==> config.mk <==
export PLATFORM = sky130hd
export DESIGN_NAME = axis_ingress_framer_flat
export DESIGN_NICKNAME = d
export VERILOG_FILES = /design/src/rtl/axis_ingress_framer_if.sv /design/src/rtl/axis_ingress_framer.sv /design/src/flat_wrapper.sv
export SDC_FILE = /design/constraint.sdc
export NUM_CORES = 1
export LEC_CHECK = 0
export ABC_AREA = 1
export CORE_MARGIN = 1.5
export CORE_UTILIZATION = 55
export CTS_BUF_LIST = sky130_fd_sc_hd__clkbuf_8
export DETAILED_ROUTE_END_ITERATION = 6
export GPL_ROUTABILITY_DRIVEN = 0
export GPL_TIMING_DRIVEN = 0
export PLACE_DENSITY = 0.73
export SETUP_SLACK_MARGIN = 0.15
export SLEW_MARGIN = 30
export SYNTH_ARGS = -nofsm -noshare
export SYNTH_HDL_FRONTEND = slang
export SYNTH_SLANG_ARGS = --single-unit
==> constraint.sdc <==
create_clock -name clk -period 2.6 [get_ports clk]
set_input_delay 0.52 -clock clk [delete_from_list [all_inputs] [get_ports clk]]
set_output_delay 0.52 -clock clk [all_outputs]
set_load 0.02 [all_outputs]
==> src/rtl/axis_ingress_framer_if.sv <==
// AXI-stream style beat bundle shared by the ingress and egress sides
// of the framer. The sop sideband is only driven on the egress side.
interface axis_ingress_framer_if #(
   parameter int DATA_W = 8
);
   logic              valid;
   logic              ready;
   logic [DATA_W-1:0] data;
   logic              last;
   logic              sop;

   modport master (
      output valid,
      output data,
      output last,
      output sop,
      input  ready
   );

   modport slave (
      input  valid,
      input  data,
      input  last,
      output ready
   );
endinterface

==> src/rtl/axis_ingress_framer.sv <==
// Ingress framer: buffers DMA beats in a FIFO, regenerates SOP from
// TLAST, truncates overlong frames and tracks egress statistics.
module axis_ingress_framer #(
   parameter int DATA_W  = 8,
   parameter int DEPTH   = 16,
   parameter int MAX_LEN = 223,
   parameter int LVL_W   = $clog2(DEPTH) + 1
) (
   input  logic                 clk,
   input  logic                 rst_n,
   axis_ingress_framer_if.slave  s_axis,
   axis_ingress_framer_if.master m_axis,
   input  logic                 flush,
   input  logic                 err_clr,
   output logic [LVL_W-1:0]     level,
   output logic [15:0]          frame_cnt,
   output logic [15:0]          underrun_cnt,
   output logic                 err_overlong
);

   localparam int AW = $clog2(DEPTH);
   localparam logic [15:0] MAX_L = 16'(MAX_LEN);

   localparam logic [1:0] IDLE    = 2'd0;
   localparam logic [1:0] INFRAME = 2'd1;
   localparam logic [1:0] DISCARD = 2'd2;

   typedef struct packed {
      logic [DATA_W-1:0] data;
      logic              last;
      logic              sop;
   } ent_t;

   ent_t              mem [DEPTH];
   ent_t              wr_ent;
   ent_t              rd_ent;
   logic [AW-1:0]     wr_ptr;
   logic [AW-1:0]     rd_ptr;
   logic [1:0]        state;
   logic [1:0]        state_nxt;
   logic [15:0]       cnt;
   logic [15:0]       cnt_nxt;
   logic              full;
   logic              empty;
   logic              acc;
   logic              wr_en;
   logic              rd_en;
   logic              ovl_set;
   logic              in_frame;

   assign full  = (level == LVL_W'(DEPTH));
   assign empty = (level == '0);

   assign s_axis.ready = !full && !flush;
   assign acc          = s_axis.valid && s_axis.ready;

   // Egress is hidden during a flush so no beat is consumed that
   // the pointer reset is about to discard.
   assign rd_ent       = mem[rd_ptr];
   assign m_axis.valid = !empty && !flush;
   assign m_axis.data  = empty ? '0 : rd_ent.data;
   assign m_axis.last  = !empty && rd_ent.last;
   assign m_axis.sop   = !empty && rd_ent.sop;
   assign rd_en        = m_axis.valid && m_axis.ready;

   always_comb begin
      state_nxt = state;
      cnt_nxt   = cnt;
      wr_en     = 1'b0;
      ovl_set   = 1'b0;
      wr_ent    = '{data: s_axis.data, last: s_axis.last, sop: 1'b0};
      if (acc) begin
         case (state)
            IDLE: begin
               wr_en      = 1'b1;
               wr_ent.sop = 1'b1;
               cnt_nxt    = 16'd1;
               if (s_axis.last || MAX_L == 16'd1) begin
                  wr_ent.last = 1'b1;
                  ovl_set     = !s_axis.last;
               end else begin
                  state_nxt = INFRAME;
               end
            end
            INFRAME: begin
               wr_en   = 1'b1;
               cnt_nxt = cnt + 16'd1;
               if (s_axis.last) begin
                  state_nxt = IDLE;
               end else if (cnt_nxt == MAX_L) begin
                  wr_ent.last = 1'b1;
                  ovl_set     = 1'b1;
                  state_nxt   = DISCARD;
               end
            end
            DISCARD: begin
               if (s_axis.last) state_nxt = IDLE;
            end
            default: state_nxt = IDLE;
         endcase
      end
   end

   always_ff @(posedge clk or negedge rst_n) begin
      if (!rst_n) begin
         state <= IDLE;
         cnt   <= '0;
      end else if (flush) begin
         state <= (state == INFRAME) ? DISCARD : IDLE;
      end else begin
         state <= state_nxt;
         cnt   <= cnt_nxt;
      end
   end

   // Storage has no reset; valid is derived from the level only.
   always_ff @(posedge clk) begin
      if (wr_en) mem[wr_ptr] <= wr_ent;
   end

   always_ff @(posedge clk or negedge rst_n) begin
      if (!rst_n) begin
         wr_ptr <= '0;
         rd_ptr <= '0;
         level  <= '0;
      end else if (flush) begin
         wr_ptr <= '0;
         rd_ptr <= '0;
         level  <= '0;
      end else begin
         if (wr_en) wr_ptr <= wr_ptr + AW'(1);
         if (rd_en) rd_ptr <= rd_ptr + AW'(1);
         if (wr_en && !rd_en)      level <= level + LVL_W'(1);
         else if (!wr_en && rd_en) level <= level - LVL_W'(1);
      end
   end

   always_ff @(posedge clk or negedge rst_n) begin
      if (!rst_n) begin
         frame_cnt    <= '0;
         underrun_cnt <= '0;
         in_frame     <= 1'b0;
         err_overlong <= 1'b0;
      end else begin
         err_overlong <= ovl_set || (err_overlong && !err_clr);
         if (rd_en && m_axis.last) frame_cnt <= frame_cnt + 16'd1;
         if (in_frame && m_axis.ready && !m_axis.valid && !flush &&
             underrun_cnt != 16'hFFFF)
            underrun_cnt <= underrun_cnt + 16'd1;
         if (flush) begin
            in_frame <= 1'b0;
         end else if (rd_en) begin
            if (m_axis.last)     in_frame <= 1'b0;
            else if (m_axis.sop) in_frame <= 1'b1;
         end
      end
   end

endmodule
==> src/flat_wrapper.sv <==
// flat-port wrapper written by rule: the top's interface ports become plain ports
module axis_ingress_framer_flat 
#(
   parameter int DATA_W  = 8,
   parameter int DEPTH   = 16,
   parameter int MAX_LEN = 223,
   parameter int LVL_W   = $clog2(DEPTH) + 1
)
  (clk, rst_n, flush, err_clr, level, frame_cnt, underrun_cnt, err_overlong, s_axis_valid, s_axis_data, s_axis_last, s_axis_ready, m_axis_valid, m_axis_data, m_axis_last, m_axis_sop, m_axis_ready);
  axis_ingress_framer_if #(.DATA_W(DATA_W)) s_axis_i ();
  axis_ingress_framer_if #(.DATA_W(DATA_W)) m_axis_i ();
  input  logic clk;
  input  logic rst_n;
  input  logic flush;
  input  logic err_clr;
  output logic [LVL_W-1:0] level;
  output logic [15:0] frame_cnt;
  output logic [15:0] underrun_cnt;
  output logic err_overlong;
  input wire logic [$bits(s_axis_i.valid)-1:0] s_axis_valid;
  input wire logic [$bits(s_axis_i.data)-1:0] s_axis_data;
  input wire logic [$bits(s_axis_i.last)-1:0] s_axis_last;
  output wire logic [$bits(s_axis_i.ready)-1:0] s_axis_ready;
  output wire logic [$bits(m_axis_i.valid)-1:0] m_axis_valid;
  output wire logic [$bits(m_axis_i.data)-1:0] m_axis_data;
  output wire logic [$bits(m_axis_i.last)-1:0] m_axis_last;
  output wire logic [$bits(m_axis_i.sop)-1:0] m_axis_sop;
  input wire logic [$bits(m_axis_i.ready)-1:0] m_axis_ready;
  assign s_axis_i.valid = s_axis_valid;
  assign s_axis_i.data = s_axis_data;
  assign s_axis_i.last = s_axis_last;
  assign s_axis_ready = s_axis_i.ready;
  assign m_axis_valid = m_axis_i.valid;
  assign m_axis_data = m_axis_i.data;
  assign m_axis_last = m_axis_i.last;
  assign m_axis_sop = m_axis_i.sop;
  assign m_axis_i.ready = m_axis_ready;
  axis_ingress_framer #(.DATA_W(DATA_W), .DEPTH(DEPTH), .MAX_LEN(MAX_LEN), .LVL_W(LVL_W)) u_core (.clk(clk), .rst_n(rst_n), .s_axis(s_axis_i), .m_axis(m_axis_i), .flush(flush), .err_clr(err_clr), .level(level), .frame_cnt(frame_cnt), .underrun_cnt(underrun_cnt), .err_overlong(err_overlong));
endmodule
==> results of run 1 <==
## cells in the final DEF (no fill, tap or decap), drive strengths merged, types with 8 or more instances in the layout
cell type / synthesis / routed
edfxtp: 160 / 160
buf: 21 / 55
nor3: 22 / 22
nor2: 109 / 109
a21oi: 37 / 37
clkbuf: 12 / 51
xor2: 26 / 26
o221ai: 8 / 8
o22ai: 27 / 27
mux2i: 17 / 17
nand2: 209 / 209
nand3: 36 / 36
clkdlybuf4s50: 0 / 50
nand4: 15 / 15
a211oi: 10 / 10
o21ai: 76 / 76
xnor2: 11 / 11
dfrtp: 65 / 65
ha: 13 / 13
clkinv: 2 / 10
inv: 73 / 87
## metrics by stage
step	cell area (µm²)	hold WS [ns]	utilization [%]	setup WS, ns	total power, mW
2_1_floorplan	10200	0.224	-	0.247	6.16
3_3_place_gp	11100	0.492	61.5	-1.29	7.23
3_5_place_dp	11200	0.448	61.7	-0.714	7.29
4_1_cts	12300	0.420	68.3	-0.230	10.8
5_1_grt	12700	0.443	70.3	-0.309	11.6
6_report	12700	0.421	70.3	-0.259	11.1
## cell usage after synthesis (9+ instances only)
cell / n
o21ai_1: 14
mux2i_1: 17
nand4_1: 15
o21ai_0: 62
nor2_1: 104
clkbuf_1: 12
nand2_2: 12
a21oi_1: 37
ha_1: 13
xnor2_1: 11
nor3_1: 22
dfrtp_1: 65
nand2_1: 196
o22ai_1: 27
edfxtp_1: 160
inv_1: 67
a211oi_1: 9
nand3_1: 34
xor2_1: 26
## cell type report
type / instances / area share, %
Buffer: 33 / 3.05
Clock buffer: 39 / 4.22
Clock inverter: 28 / 1.77
Inverter: 75 / 2.27
Multi-Input combinational cell: 624 / 28.7
Sequential cell: 225 / 50.6
Tap cell: 229 / 2.25
Timing Repair Buffer: 88 / 7.11
## worst min-delay path by stage
| stage | endpoint | slack [ns] | cells past startpoint |
|---|---|---|---|
| floorplan | u_core.cnt[0] | 0.22 | 0 |
| global placement | u_core.frame_cnt[2] | 0.49 | 1 |
| detailed placement | u_core.frame_cnt[12] | 0.45 | 1 |
| CTS | u_core.rd_ptr[3] | 0.42 | 2 |
| global route | u_core.rd_ptr[3] | 0.44 | 2 |
| finish | u_core.rd_ptr[3] | 0.42 | 2 |
## flip-flops by register name (all words and copies together) (netlist names)
name / cells
u_core.underrun_cnt: 16
u_core.level: 5
u_core.in_frame: 1
u_core.wr_ptr: 4
u_core.cnt: 16
u_core.err_overlong: 1
u_core.mem: 160
u_core.state: 2
u_core.frame_cnt: 16
u_core.rd_ptr: 4
## power by group through the flow
stage,clock [mW],sequential (mW),combinational (mW)
after floorplan,0,4.56,1.60
after global placement,0,4.42,2.81
after detailed placement,0,4.43,2.86
after CTS,3.22,4.35,3.20
after global routing,3.38,4.39,3.81
final,3.19,4.36,3.54
## cells by family after synthesis
| group | synth area share, % |
|---|---|
| buf+inv | 4.66 |
| compound gates | 9.06 |
| simple gates | 16.5 |
| xor+xnor | 3.18 |
| flops | 63.1 |
| fa+ha+maj | 1.79 |
| mux | 1.67 |
## metal layers
layer / share of wire (%) / up-vias / wire length [µm] / GRT usage [%]
li1: - / 3578 / - / -
met1: 42 / 3631 / 10100 / 32.2
met2: 49 / 279 / 11900 / 41.7
met3: 6.3 / 48 / 1530 / 4.45
met4: 2.8 / 0 / 680 / 9.85
met5: 0 / - / 0 / 0
## what timing repair did
action	CTS	global route
gates cloned	2	2
gates resized for setup	146	64
setup buffers	11	7
endpoints found under the hold margin	21	0
endpoints found under the setup margin	23	28
hold buffers	1	0
pin swaps	17	36
==> impl_metrics.csv, run 1 <==
group,metric,value,unit
cts,cts.sinks,225,
critical_path,crit_path_frequent_cell,"buf_12",
cts,htreeDepth,2,
sta,slew_violations,0,
pwr,switching_share,32.8,%
synth,yosysSeqAreaShare,63.1,%
pwr,seq_power_share,39.3,%
sta,hold_viol_final,0,
pwr,p_per_area,872,nW/µm²
critical_path,cp_slowest_stage_delay,0.39,ns
critical_path,cpMaxStageDelayCell,"dfrtp_1",
routing,post-route-drc-count,6,
floorplan,fp-row-count,49,
critical_path,critPathLaunch,"u_core.rd_ptr[0]",
synth,ys_types,38,
pwr,p_comb_share,31.9,%
layout,seq_area,6440,µm²
synth,synth_edf_count,160,
synth,ys_top_cells_by_area,"edfxtp_1 47%, dfrtp_1 16%, nand2_1 7.2%",
routing,routedWlPerCell,18.1,µm
pwr,ir_worst_vdd,0.547,mV
synth,ys_warn_count,0,
critical_path,crit_fanout,8,
routing,ant_nets,0,
synth,ys_ff_latch,225,
floorplan,start_util,56.4,%
sta,worst_pin_slew,0.706,ns
routing,drtIter0Drc,778,
cts,clock_path_buffers,3,
layout,fillers,1278,
synth,synth_top_area_share,47.1,%
critical_path,arrival,2.34,ns
sta,rsz0062_at_grt,"true",
placement,dpl.cell_count,1251,
global_routing,grt_pass1_vias,7311,
layout,antenna_cells,0,
cts,root_buffer,"clkbuf_8",
synth,syn-num-nets,986,
placement,dp_hpwl,15.1,mm
layout,drive_gt1_share,20.9,%
sta,setup_viol,10,
layout,fin_cells,1341,
routing,firstDrtPassIters,7,
routing,dr_total_vias,7536,
sta,clock.fmax,0.350,GHz
critical_path,worstPathCellList,"buf_6 -> buf_12 -> buf_8 -> buf_12 -> clkbuf_16 -> nor2_1 -> o22ai_1 -> a21oi_1 -> a211oi_2 -> buf_4",
critical_path,endpoint_kind,"output port",
synth,yosysTopAreaCell,"edfxtp_1",
layout,syn2layout_area_growth,24.8,%
synth,syn-instance-count,957,
critical_path,r2r_end,"u_core.level[4]",
cts,cts_tree,"done",
layout,fin_nets,1114,
critical_path,start_kind,"flip-flop",
sta,setup_tns,-1.87,ns
global_routing,grt_pass1_wl,37.4,mm
critical_path,worst-path-buf-inv,6,
pwr,switchingPower,3.64,mW
pwr,clock_power_share,28.8,%
min_path,hold_path.class,"input port to async pin",
global_routing,antenna_found_initial,0,
routing,vias_per_cell,5.62,
floorplan,core_area,18100,µm²
synth,yosys_most_used_dff,"edfxtp_1",
floorplan,dieWidth,139,µm
critical_path,worst-r2r-cell-count,12,
global_routing,grt_use_total,24.8,%
floorplan,io_pins,65,
floorplan,dieArea,19400,µm²
status,violations,"DRC, setup timing",
critical_path,cp_num_cells,10,
global_routing,grt_max_degree,45,
critical_path,reg2reg_from,"u_core.level[0]",
pwr,p_int,7.45,mW
cts,path_clk_slew,0.07,ns
critical_path,crit_end,"m_axis_data[7]",
synth,syn_area,10200,µm²
sta,finClkSkew,0.0243,ns
floorplan,die_h,139,µm
synth,syn_avg_cell_area,10.7,µm²
cts,clock_latency,0.54,ns
synth,async_reset_ff_share,28.9,%
sta,period_needed,2.86,ns
critical_path,cp_top_family,"buffers and inverters",
layout,multiInputGateArea,3650,µm²
critical_path,worstSetupPathType,"flip-flop to output port",
placement,io_buffer_count,64,
run,drv_cap,0,
cts,cts_buffers,38,
critical_path,cp.required,2.08,ns
pwr,p_leak,4.81,nW
sta,slew_headroom,52.9,%
sta,finalWorstSetupSlack,-0.259,ns
global_routing,grt-ovfl-total,0,
status,status,"finished with violations",
sta,post-route-period-util,110,%
critical_path,ff2ff_setup_slack,0.28,ns
routing,wirelength,24.2,mm
(Power assumes the default switching activity.)
==> run 2, diff against run 1 <==
Settings changed: CORE_UTILIZATION 55 to 50, PLACE_DENSITY 0.73 to 0.7.
Clock period 2.6 ns to 2.44 ns, I/O delays scaled along.
==> impl_metrics.csv, run 2 (synthesized netlist as in run 1, its figures left out) <==
group,metric,value,unit
cts,root_buffer,"clkbuf_8",
global_routing,grt_pass1_wl,38.7,mm
layout,fin_nets,1128,
placement,dp_hpwl,15.7,mm
sta,rsz0062_at_grt,"true",
critical_path,r2r_end,"u_core.level[4]",
critical_path,worstPathCellList,"buf_2 -> inv_1 -> clkbuf_4 -> clkbuf_8 -> nand2_1 -> a211oi_2 -> buf_4",
layout,drive_gt1_share,21.7,%
critical_path,worstSetupPathType,"flip-flop to output port",
sta,finClkSkew,0.0339,ns
placement,dpl.cell_count,1292,
floorplan,die_h,146,µm
routing,wirelength,25.1,mm
layout,final_cell_mix,"186 x nand2_1, 160 x edfxtp_1, 81 x nor2_1, 81 x inv_1, 60 x dfrtp_1",
sta,worst_pin_slew,0.731,ns
global_routing,grt_use_total,23.4,%
sta,setup_tns,-2.70,ns
critical_path,ff2ff_setup_slack,0.01,ns
run,drv_cap,0,
cts,path_clk_slew,0.06,ns
layout,largest_reg_flops,160,
routing,dr_total_vias,7527,
status,status,"finished with violations",
sta,slew_violations,0,
layout,syn2layout_area_growth,26.5,%
critical_path,reg2reg_from,"u_core.level[2]",
critical_path,cp_slowest_stage_delay,0.38,ns
routing,post-route-drc-count,0,
layout,fillers,1562,
sta,hold_viol_final,0,
pwr,p_leak,4.87,nW
global_routing,antenna_found_initial,0,
pwr,ir_worst_vdd,0.727,mV
sta,clock.fmax,0.357,GHz
critical_path,endpoint_kind,"output port",
layout,fin_cells,1398,
floorplan,dieWidth,146,µm
floorplan,io_pins,65,
floorplan,core_area,20100,µm²
floorplan,dieArea,21300,µm²
cts,clock_latency,0.55,ns
status,violations,"setup timing",
routing,routedWlPerCell,18.0,µm
cts,clock_path_buffers,3,
global_routing,grt_pass1_vias,7252,
layout,fin_util,64.1,%
cts,cts_tree,"done",
floorplan,fp-row-count,52,
routing,firstDrtPassIters,5,
critical_path,start_kind,"flip-flop",
routing,drtIter0Drc,573,
cts,cts.sinks,225,
cts,cts_buffers,38,
sta,setup_viol,10,
floorplan,start_util,50.7,%
min_path,hold_path.class,"input port to async pin",
layout,antenna_cells,0,
sta,hold_ws,0.385,ns
critical_path,cp.required,1.95,ns
sta,slew_headroom,51.1,%
routing,vias_per_cell,5.38,
routing,ant_nets,0,
global_routing,grt-ovfl-total,0,
critical_path,worst-r2r-cell-count,13,
critical_path,cpMaxStageDelayCell,"dfrtp_1",
layout,regMostFlops,"u_core.mem",
layout,final_common_cell,"nand2_1",
global_routing,grt_max_degree,45,
placement,place_ws,-0.849,ns
sta,period_needed,2.80,ns
placement,io_buffer_count,64,
critical_path,arrival,2.32,ns
sta,post-route-period-util,115,%
pwr,p_per_area,891,nW/µm²
sta,finalWorstSetupSlack,-0.364,ns
critical_path,crit_fanout,10,
cts,htreeDepth,2,
[run 2: critical path, delay by kind of cell, from the launching register on]
| family | cells | cell delay [ns] |
|---|---|---|
| flops | 1 | 0.38 |
| simple gates | 1 | 0.08 |
| buf+inv | 5 | 1.03 |
| compound gates | 1 | 0.27 |
[run 2: per-stage QoR]
step           area (µm²)  power [mW]
3_3_place_gp        11200        7.80
5_1_grt             12900        12.1
2_1_floorplan       10200        6.62
3_5_place_dp        11300        7.84
6_report            12900        11.5
4_1_cts             12400        11.2
[run 2: power by group]
group / switching [mW] / internal [mW]
Clock: 1.53 / 1.46
Combinational: 2.18 / 1.67
Sequential: 0.269 / 4.38
Total: 3.99 / 7.51
[run 2: area by class of cell]
cell class	count	area, µm²	share of cell area, %
plain buffers	33	397	3.08
clock buffers	38	523	4.06
clock inverters	31	134	1.04
inverters	75	295	2.29
multi-input cells	624	3730	29.0
flip-flops and latches	225	6440	49.9
well taps	270	338	2.62
repair buffers	102	1040	8.05
[run 2: how the worst max path moves through the flow]
stage | start | to | slack, ns | cells after the start
2_1_floorplan | u_core.level[1] | u_core.level[4] | 0.13 | 12
3_3_place_gp | rst_n | u_core.level[1] | -1.66 | 1
3_5_place_dp | u_core.rd_ptr[2] | m_axis_data[1] | -0.85 | 7
4_1_cts | u_core.rd_ptr[0] | m_axis_data[4] | -0.32 | 8
5_1_grt | u_core.rd_ptr[2] | m_axis_data[6] | -0.42 | 7
6_report | u_core.rd_ptr[2] | m_axis_data[6] | -0.36 | 7
[run 2: timing repair]
action,in CTS,in global routing
hold buffers,1,0
cloned,0,1
setup endpoints to repair,100,142
pin swaps,16,35
hold endpoints to repair,21,0
buffers inserted,15,20
gates resized for setup,174,64
[run 2: per-layer routing]
layer	track usage, %	vias up	wire length, µm	share of wire, %
met5	0	-	0	0
met4	8.37	0	756	3.0
met3	3.92	63	1690	6.7
met2	37.0	274	11800	47
met1	32.7	3578	10800	43
li1	-	3612	-	-
==> run 3, diff against run 2 <==
Settings changed: SKIP_CTS_REPAIR_TIMING set to 1.
==> impl_metrics.csv, run 3 (synthesized netlist as in run 1, its figures left out) <==
group,metric,value,unit
global_routing,grt_pass1_wl,37.6,mm
sta,rsz0062_at_grt,"true",
floorplan,fp-row-count,52,
routing,ant_nets,0,
cts,cts_tree,"done",
critical_path,arrival,2.35,ns
cts,htreeDepth,2,
layout,antenna_cells,0,
cts,clock_path_buffers,3,
sta,setup_viol,10,
placement,io_buffer_count,64,
global_routing,grt_pass1_vias,7076,
status,violations,"setup timing",
layout,regMostFlops,"u_core.mem",
critical_path,cpMaxStageDelayCell,"dfrtp_1",
cts,cts.sinks,225,
routing,routedWlPerCell,17.9,µm
run,drv_cap,0,
routing,drtIter0Drc,513,
critical_path,crit_fanout,8,
status,status,"finished with violations",
pwr,p_per_area,900,nW/µm²
layout,final_common_cell,"nand2_1",
pwr,clock_power_share,25.6,%
critical_path,worstSetupPathType,"flip-flop to output port",
critical_path,cp_slowest_stage_delay,0.43,ns
critical_path,worstPathCellList,"buf_6 -> buf_12 -> buf_12 -> clkbuf_16 -> nand2_1 -> a21oi_1 -> nor3_1 -> a211oi_2 -> buf_4",
critical_path,endpoint_kind,"output port",
sta,worst_pin_slew,0.756,ns
pwr,switchingPower,4.01,mW
placement,dp_hpwl,15.7,mm
floorplan,dieArea,21300,µm²
pwr,seq_power_share,40.2,%
floorplan,dieWidth,146,µm
routing,dr_total_vias,7575,
sta,setup_tns,-3.16,ns
sta,finClkSkew,0.0337,ns
sta,post-route-period-util,116,%
sta,finalWorstSetupSlack,-0.397,ns
sta,period_needed,2.84,ns
floorplan,io_pins,65,
sta,clock.fmax,0.352,GHz
critical_path,crit_path_frequent_cell,"buf_12",
global_routing,antenna_found_initial,0,
critical_path,cp.required,1.95,ns
cts,root_buffer,"clkbuf_8",
sta,slew_headroom,49.4,%
layout,drive_gt1_share,21.4,%
sta,hold_viol_final,0,
global_routing,grt_use_total,22.6,%
placement,place_ws,-0.849,ns
min_path,hold_path.class,"input port to flip-flop",
critical_path,start_kind,"flip-flop",
pwr,p_comb_share,34.2,%
routing,wirelength,25.0,mm
pwr,switching_share,34.5,%
layout,fillers,1552,
global_routing,grt_max_degree,45,
routing,post-route-drc-count,0,
pwr,p_leak,4.86,nW
layout,final_cell_mix,"186 x nand2_1, 160 x edfxtp_1, 84 x nor2_1",
layout,largest_reg_flops,160,
routing,vias_per_cell,5.42,
layout,fin_util,64.1,%
layout,fin_cells,1397,
critical_path,ff2ff_setup_slack,0.09,ns
floorplan,die_h,146,µm
pwr,finalPower,11.6,mW
cts,cts_buffers,38,
pwr,ir_worst_vdd,0.700,mV
cts,clock_latency,0.55,ns
layout,syn2layout_area_growth,26.5,%
pwr,p_int,7.60,mW
sta,slew_violations,0,
floorplan,start_util,50.7,%
cts,path_clk_slew,0.06,ns
routing,firstDrtPassIters,5,
global_routing,grt-ovfl-total,0,
placement,dpl.cell_count,1292,
layout,fin_nets,1127,
floorplan,core_area,20100,µm²
[run 3: changes by cell type in the layout (fill, tap and decap cells not counted), moves of 4 or more]
cell      previous run  this run
nor2_4              20        13
a21oi_2             17        12
o21ai_0             51        58
clkbuf_8            43        38
o21ai_1             24        18
nor2_2               8        12
[run 3: final timing paths]
check,from,cells after the start,to
max,u_core.rd_ptr[0],9,m_axis_data[4]
min reg2reg,u_core.frame_cnt[2],1,u_core.frame_cnt[2]
max reg2reg,u_core.level[1],14,u_core.level[4]
max in group asynchronous,rst_n,3,u_core.level[3]
min in group asynchronous,rst_n,2,u_core.frame_cnt[9]
min,flush,2,u_core.wr_ptr[1]
[run 3: layer usage]
metal	vias to the layer above	routed length, µm	GRT usage [%]
met5	-	0	0
met4	0	756	8.47
met3	65	1640	3.86
met2	286	11800	35.2
met1	3612	10800	32.1
li1	3612	-	-
[run 3: layout make-up]
| cell class | instances | area, µm² | area share (%) |
|---|---|---|---|
| flip-flops and latches | 225 | 6440 | 49.9 |
| multi-input cells | 624 | 3760 | 29.2 |
| repair buffers | 101 | 1050 | 8.16 |
| clock buffers | 38 | 523 | 4.06 |
| plain buffers | 33 | 349 | 2.71 |
| well taps | 270 | 338 | 2.62 |
| inverters | 75 | 298 | 2.31 |
| clock inverters | 31 | 134 | 1.04 |
[run 3: power groups by stage]
| stage | registers [mW] | logic [mW] | clock network (mW) |
|---|---|---|---|
| after global routing | 4.70 | 4.26 | 3.22 |
| after floorplan | 4.86 | 1.76 | 0 |
| after CTS | 4.65 | 3.13 | 3.02 |
| after global placement | 4.72 | 3.07 | 0 |
| final | 4.66 | 3.97 | 2.97 |
| after detailed placement | 4.72 | 3.12 | 0 |
[run 3: through the flow]
step           hold WS [ns]  instance area (µm²)
3_3_place_gp          0.484                11200
3_5_place_dp          0.408                11300
6_report              0.360                12900
5_1_grt               0.383                12900
4_1_cts              -0.168                11900
2_1_floorplan         0.192                10200
[run 3: critical path, delay by kind of cell, from the launching register on]
| family | cells | cell delay [ns] |
|---|---|---|
| buffers and inverters | 5 | 0.79 |
| flip-flops | 1 | 0.43 |
| AND/OR/NAND/NOR | 2 | 0.38 |
| AO/OA/AOI/OAI | 2 | 0.19 |
==> patch 1: new RTL, config.mk and constraints of run 3 <==
`DATA_W` is set to 8 in 3 places; all go to 6.
--- a/src/rtl/axis_ingress_framer_if.sv
+++ b/src/rtl/axis_ingress_framer_if.sv
@@ -2,5 +2,5 @@
 // of the framer. The sop sideband is only driven on the egress side.
 interface axis_ingress_framer_if #(
-   parameter int DATA_W = 8
+   parameter int DATA_W = 6
 );
    logic              valid;
--- a/src/rtl/axis_ingress_framer.sv
+++ b/src/rtl/axis_ingress_framer.sv
@@ -2,5 +2,5 @@
 // TLAST, truncates overlong frames and tracks egress statistics.
 module axis_ingress_framer #(
-   parameter int DATA_W  = 8,
+   parameter int DATA_W  = 6,
    parameter int DEPTH   = 16,
    parameter int MAX_LEN = 223,
--- a/src/flat_wrapper.sv
+++ b/src/flat_wrapper.sv
@@ -2,5 +2,5 @@
 module axis_ingress_framer_flat 
 #(
-   parameter int DATA_W  = 8,
+   parameter int DATA_W  = 6,
    parameter int DEPTH   = 16,
    parameter int MAX_LEN = 223,
Interface: changed (resized m_axis_data and s_axis_data); port bits go from 65 to 61. The function was not compared with the original's and may differ.
==> patch 1 against run 3 <==
The flow still finishes with violations (negative setup slack); maximum frequency is 4.5% higher; utilization is 1.0 points lower; wire length is 13% lower; register-to-register slack better by 0.02 ns; via count is 12% lower; sequential cell count is 32 lower; non-clock buffer count is 18 lower; count of clock-buffer cells in the layout is 21 lower; worst setup slack better by 0.12 ns; synthesized area is 13% lower; total power is 18% lower; global-route usage is 0.13 points higher; cell area is 15% lower; largest cell class unchanged.
==> patch 1: results (changes against run 3) <==
Status
  • Status: complete, but fails checks
  • Violated checks: negative setup slack

Setup path
  • Arr. time, crit path: 2.23 ns (-0.12 ns)
  • CP max FO: 7 (-1)

Global route
  • Vias in the first global route: 6158 (-13%)
  • First-pass GRT wire length: 32100 um (-15%)
  • Gr usage total: 22.8% (+0.13 points)
  • Pin count of the biggest net entering global routing: 43 (-4.4%)

STA
  • Final setup viols: 8 (-2)
  • Final worst slack: -0.276 ns (+0.122 ns)
  • Worst Tran Pin Value: 0.802 ns (+0.0460 ns)
  • Clk_skew: 0.0134 ns (-0.0203 ns)
  • Setup_tns: -1.53 ns (+1.63 ns)

Route
  • Initial drt markers: 581 (+13%)
  • Avg WL per Cell: 17.9 um (+0.20%)
  • Via-to-Cell Ratio: 5.50 (+1.4%)

Power
  • Worst vdd ir: 0.000685 V (-2.2%)
  • Leakage Power: 0.00415 uW (-14%)

Clocking
  • CTS buffer count: 17 (-55%)
  • Htree depth: 4 (+2)
  • Clk_lat worst skew: 0.46 ns (-0.09 ns)
  • Longest Clk Path Bufs: 2 (-1)
  • Worst-path clk slew: 0.09 ns (+0.03 ns)
  • Root buffer cell: clkbuf_8

Place
  • HPWL after DPL: 13800 um (-12%)
  • Port bufs: 60 (-6.3%)

Logic synthesis
  • Most frequent cells after synthesis: 184 x nand2_1, 128 x edfxtp_1, 97 x nor2_1
  • Register area share after synthesis: 61.4% (-1.7 points)
  • Largest cells by area after synthesis: edfxtp_1 43%, dfrtp_1 18%, nand2_1 7.7%
  • Count of cell types in the netlist: 40 (+5.3%)
  • Post-synth ARST share: 33.7% (+4.8 points)
  • Number of flops mapped to enable cells by yosys: 128 (-20%)
  • Net Count, Synth: 890 (-9.7%)

Layout
  • Layout cell share with drive strength beyond 1: 18.1% (-3.3 points)
  • Fill count: 1339 (-14%)
  • Max reg flops: 128 (-20%)
  • Number of nets in the layout: 999 (-11%)
==> patch 1: cell type report <==
type | instances | area, sq um | share of cell area (%)
Clock inverter | 15 | 191 | 1.75
Tap cell | 225 | 282 | 2.57
Sequential cell | 193 | 5480 | 50.0
Clock buffer | 17 | 234 | 2.14
Timing Repair Buffer | 89 | 902 | 8.24
Inverter | 64 | 253 | 2.31
Buffer | 27 | 273 | 2.49
Multi-Input combinational cell | 580 | 3340 | 30.5
==> patch 1: cell families after synthesis <==
kind of cell / after synthesis / share of synthesized area, %
buffers and inverters: 91 / 4.34
and+or+nand+nor: 379 / 18.4
muxes: 13 / 1.46
adders and majority gates: 14 / 2.05
xor gates and xnor gates: 38 / 3.73
DFF: 193 / 61.4
AOI/OAI and AO/OA: 135 / 8.63
==> patch 1: layer usage <==
layer	global-route usage (%)	up-vias	wire, um
met5	0	-	0
met4	7.03	0	329
met3	4.52	23	1210
met2	35.7	210	10600
met1	32.2	3221	9570
li1	-	3197	-
==> patch 1: worst max-delay path, cell delays in order (launching register included) <==
cell and delay [ns]:
dfrtp_2 0.46, buf_8 0.16, buf_12 0.14, clkbuf_16 0.16, mux2i_1 0.15, o221ai_2 0.19
a21oi_2 0.08, a211oi_2 0.24, buf_4 0.18
==> patch 1: final timing paths <==
kind / from / slack (ns) / cells after the start / end
worst max-delay path: u_core.rd_ptr[0] / -0.28 / 8 / m_axis_data[2]
worst min register to register: u_core.frame_cnt[4] / 0.52 / 1 / u_core.frame_cnt[4]
worst max register to register: u_core.level[0] / 0.11 / 12 / u_core.level[4]
max in group asynchronous: rst_n / 1.39 / 3 / u_core.cnt[1]
worst min-delay path: flush / 0.42 / 2 / u_core.wr_ptr[1]
min in group asynchronous: rst_n / 0.48 / 2 / u_core.frame_cnt[4]
==> patch 1: stage by stage <==
stage,hold slack (ns),utilization (%),total power [uW],cell area [sq um],instances
after floorplan,0.192,-,5600,8950,863
after detailed placement,0.418,56.7,6630,9850,1149
after global routing,0.432,63.1,9970,10900,1210
after CTS,-0.0929,59.2,8820,10300,1181
after global placement,0.499,56.6,6590,9830,1148
final,0.420,63.1,9510,10900,1210
==> patch 1: report_power, final <==
part	leakage [uW]	total, uW	internal, uW	switching (uW)
logic	0.00194	3320	1450	1880
clock network	0.000195	2230	1110	1130
registers	0.00202	3950	3720	234
==> patch 2: new RTL, config.mk and constraints of run 3 <==
Made on the original files. Reset style: synchronous (`rst_n`), changed in 3 clocked blocks.
--- a/src/rtl/axis_ingress_framer.sv
+++ b/src/rtl/axis_ingress_framer.sv
@@ -102,5 +102,5 @@
    end
 
-   always_ff @(posedge clk or negedge rst_n) begin
+   always_ff @(posedge clk) begin
       if (!rst_n) begin
          state <= IDLE;
@@ -119,5 +119,5 @@
    end
 
-   always_ff @(posedge clk or negedge rst_n) begin
+   always_ff @(posedge clk) begin
       if (!rst_n) begin
          wr_ptr <= '0;
@@ -136,5 +136,5 @@
    end
 
-   always_ff @(posedge clk or negedge rst_n) begin
+   always_ff @(posedge clk) begin
       if (!rst_n) begin
          frame_cnt    <= '0;
Formal check against the unedited RTL: differs if rst_n is asserted again (counterexample within 4 cycles, from zero or initial values and one cycle with rst_n low); with rst_n held inactive, the same outputs for 4 cycles.
==> patch 2 against run 3 <==
The flow still finishes with violations (negative setup slack); largest cell class unchanged; die area decreased by 1.8%; critical path depth grew 1; cell area is 2.3% lower; highest routed layer unchanged; synthesized area is 1.9% lower; via count rose by 4.3%; worst setup slack better by 0.081 ns; sequential cell count rose by 4; global-route usage rose by 1.5 points; non-clock buffer count is 4 lower; wire length increased by 4.2%; maximum frequency is 2.9% higher.
Power is not compared: it rests on default switching activity, and its combinational part moved more than twofold at a synthesized area within 25%.
==> patch 2: results (changes against run 3) <==
Status
  • Status: complete, but fails checks
  • Violated checks: negative setup slack

Route
  • Avg WL per Cell: 18.4 um (+2.5%)
  • Initial drt markers: 651 (+27%)
  • Via-to-Cell Ratio: 5.56 (+2.5%)
  • Router iterations before antenna repair: 6 (+1)

STA
  • Final setup viols: 10 (unchanged)
  • Worst Tran Pin Value: 0.734 ns (-0.0224 ns)
  • Final worst slack: -0.317 ns (+0.0808 ns)
  • Clk_skew: 0.0213 ns (-0.0124 ns)
  • WHS: 0.385 ns (+0.0244 ns)

Clocking
  • CTS buffer count: 39 (+2.6%)
  • Htree depth: 2 (unchanged)
  • Clk_lat worst skew: 0.53 ns (-0.02 ns)

Logic synthesis
  • Most frequent cells after synthesis: 163 x nor2_1, 160 x edfxtp_1, 118 x nand2_1
  • Count of cell types in the netlist: 48 (+26%)
  • Largest cells by area after synthesis: edfxtp_1 48%, dfxtp_1 14%, nor2_1 6.1%
  • Register area share after synthesis: 61.8% (-1.2 points)
  • Post-synth ARST share: 0% (-29 points)
  • Net Count, Synth: 1025 (+4.0%)

Setup path
  • Crit-path leading delay family: buffers and inverters
  • CP max-delay cell: dfxtp_2
  • Worst r2r dst: u_core.level[4]
  • Reg2reg path depth: 18 (+4)
  • R2R setup slack: 0.15 ns (+0.06 ns)
  • Arr. time, crit path: 2.27 ns (-0.08 ns)
  • RR Startpoint: u_core.level[0]
  • CP peak stage delay: 0.33 ns (-0.10 ns)

Hold path
  • Beginning of the worst hold path: rst_n
  • Hold EP: u_core.underrun_cnt[0]
  • Hold Crit Depth: 3 (+1)

Layout
  • Number of nets in the layout: 1157 (+2.7%)
  • Layout cell share with drive strength beyond 1: 21.0% (-0.36 points)

Place
  • Port bufs: 63 (-1.6%)
  • HPWL after DPL: 16400 um (+4.5%)
  • Post-placement setup slack: -0.774 ns (+0.0758 ns)

Global route
  • Gr usage total: 24.1% (+1.5 points)
  • Grt ovf: 0 (unchanged)
  • Vias in the first global route: 7281 (+2.9%)
  • First-pass GRT wire length: 38000 um (+1.1%)
  • Pin count of the biggest net entering global routing: 17 (-62%)
==> patch 2: layout make-up <==
| class | count | area, sq um |
|---|---|---|
| plain buffers | 40 | 395 |
| clock buffers | 40 | 551 |
| clock inverters | 30 | 155 |
| fillers | 1537 | 6930 |
| inverters | 86 | 340 |
| multi-input cells | 641 | 3680 |
| flip-flops and latches | 229 | 6210 |
| well taps | 265 | 332 |
| repair buffers | 90 | 932 |
==> patch 2: logic make-up (layout without fill, tap and decap cells) <==
| group | count (synthesis) | in the layout | share of synthesized area [%] |
|---|---|---|---|
| adder cells (fa/ha/maj) | 15 | 15 | 1.95 |
| buffers and inverters | 126 | 286 | 5.14 |
| AO/OA/AOI/OAI | 234 | 234 | 13.5 |
| AND/OR/NAND/NOR | 380 | 381 | 16.5 |
| XOR/XNOR | 11 | 11 | 1.04 |
| flip-flops | 229 | 229 | 61.8 |
==> patch 2: per-stage QoR <==
step / setup TNS, ns / std cells / instance area, sq um / total power [uW]
floorplan: 0 / 995 / 10100 / 4670
global placement: -128.35 / 1323 / 11000 / 4920
detailed placement: -100.52 / 1323 / 11100 / 4920
CTS: -20.60 / 1393 / 11800 / 8010
global route: -3.29 / 1421 / 12600 / 8400
finish: -2.52 / 1421 / 12600 / 8130
==> patch 2: tightest hold or removal path: stages <==
cell	delay, ns
clkbuf_1	0.20
o21ai_0	0.13
a21oi_1	0.04
==> patch 2: power by group <==
group          switching, uW  internal, uW  total [uW]
Combinational            463           290         753
Sequential              33.4          4190        4230
Clock                   1510          1630        3150
==> patch 2: layer usage <==
metal	GRT usage (%)	part of all wire, %
met1	32.3	42
met2	38.8	48
met3	4.64	8.2
met4	9.73	1.7
met5	0	0
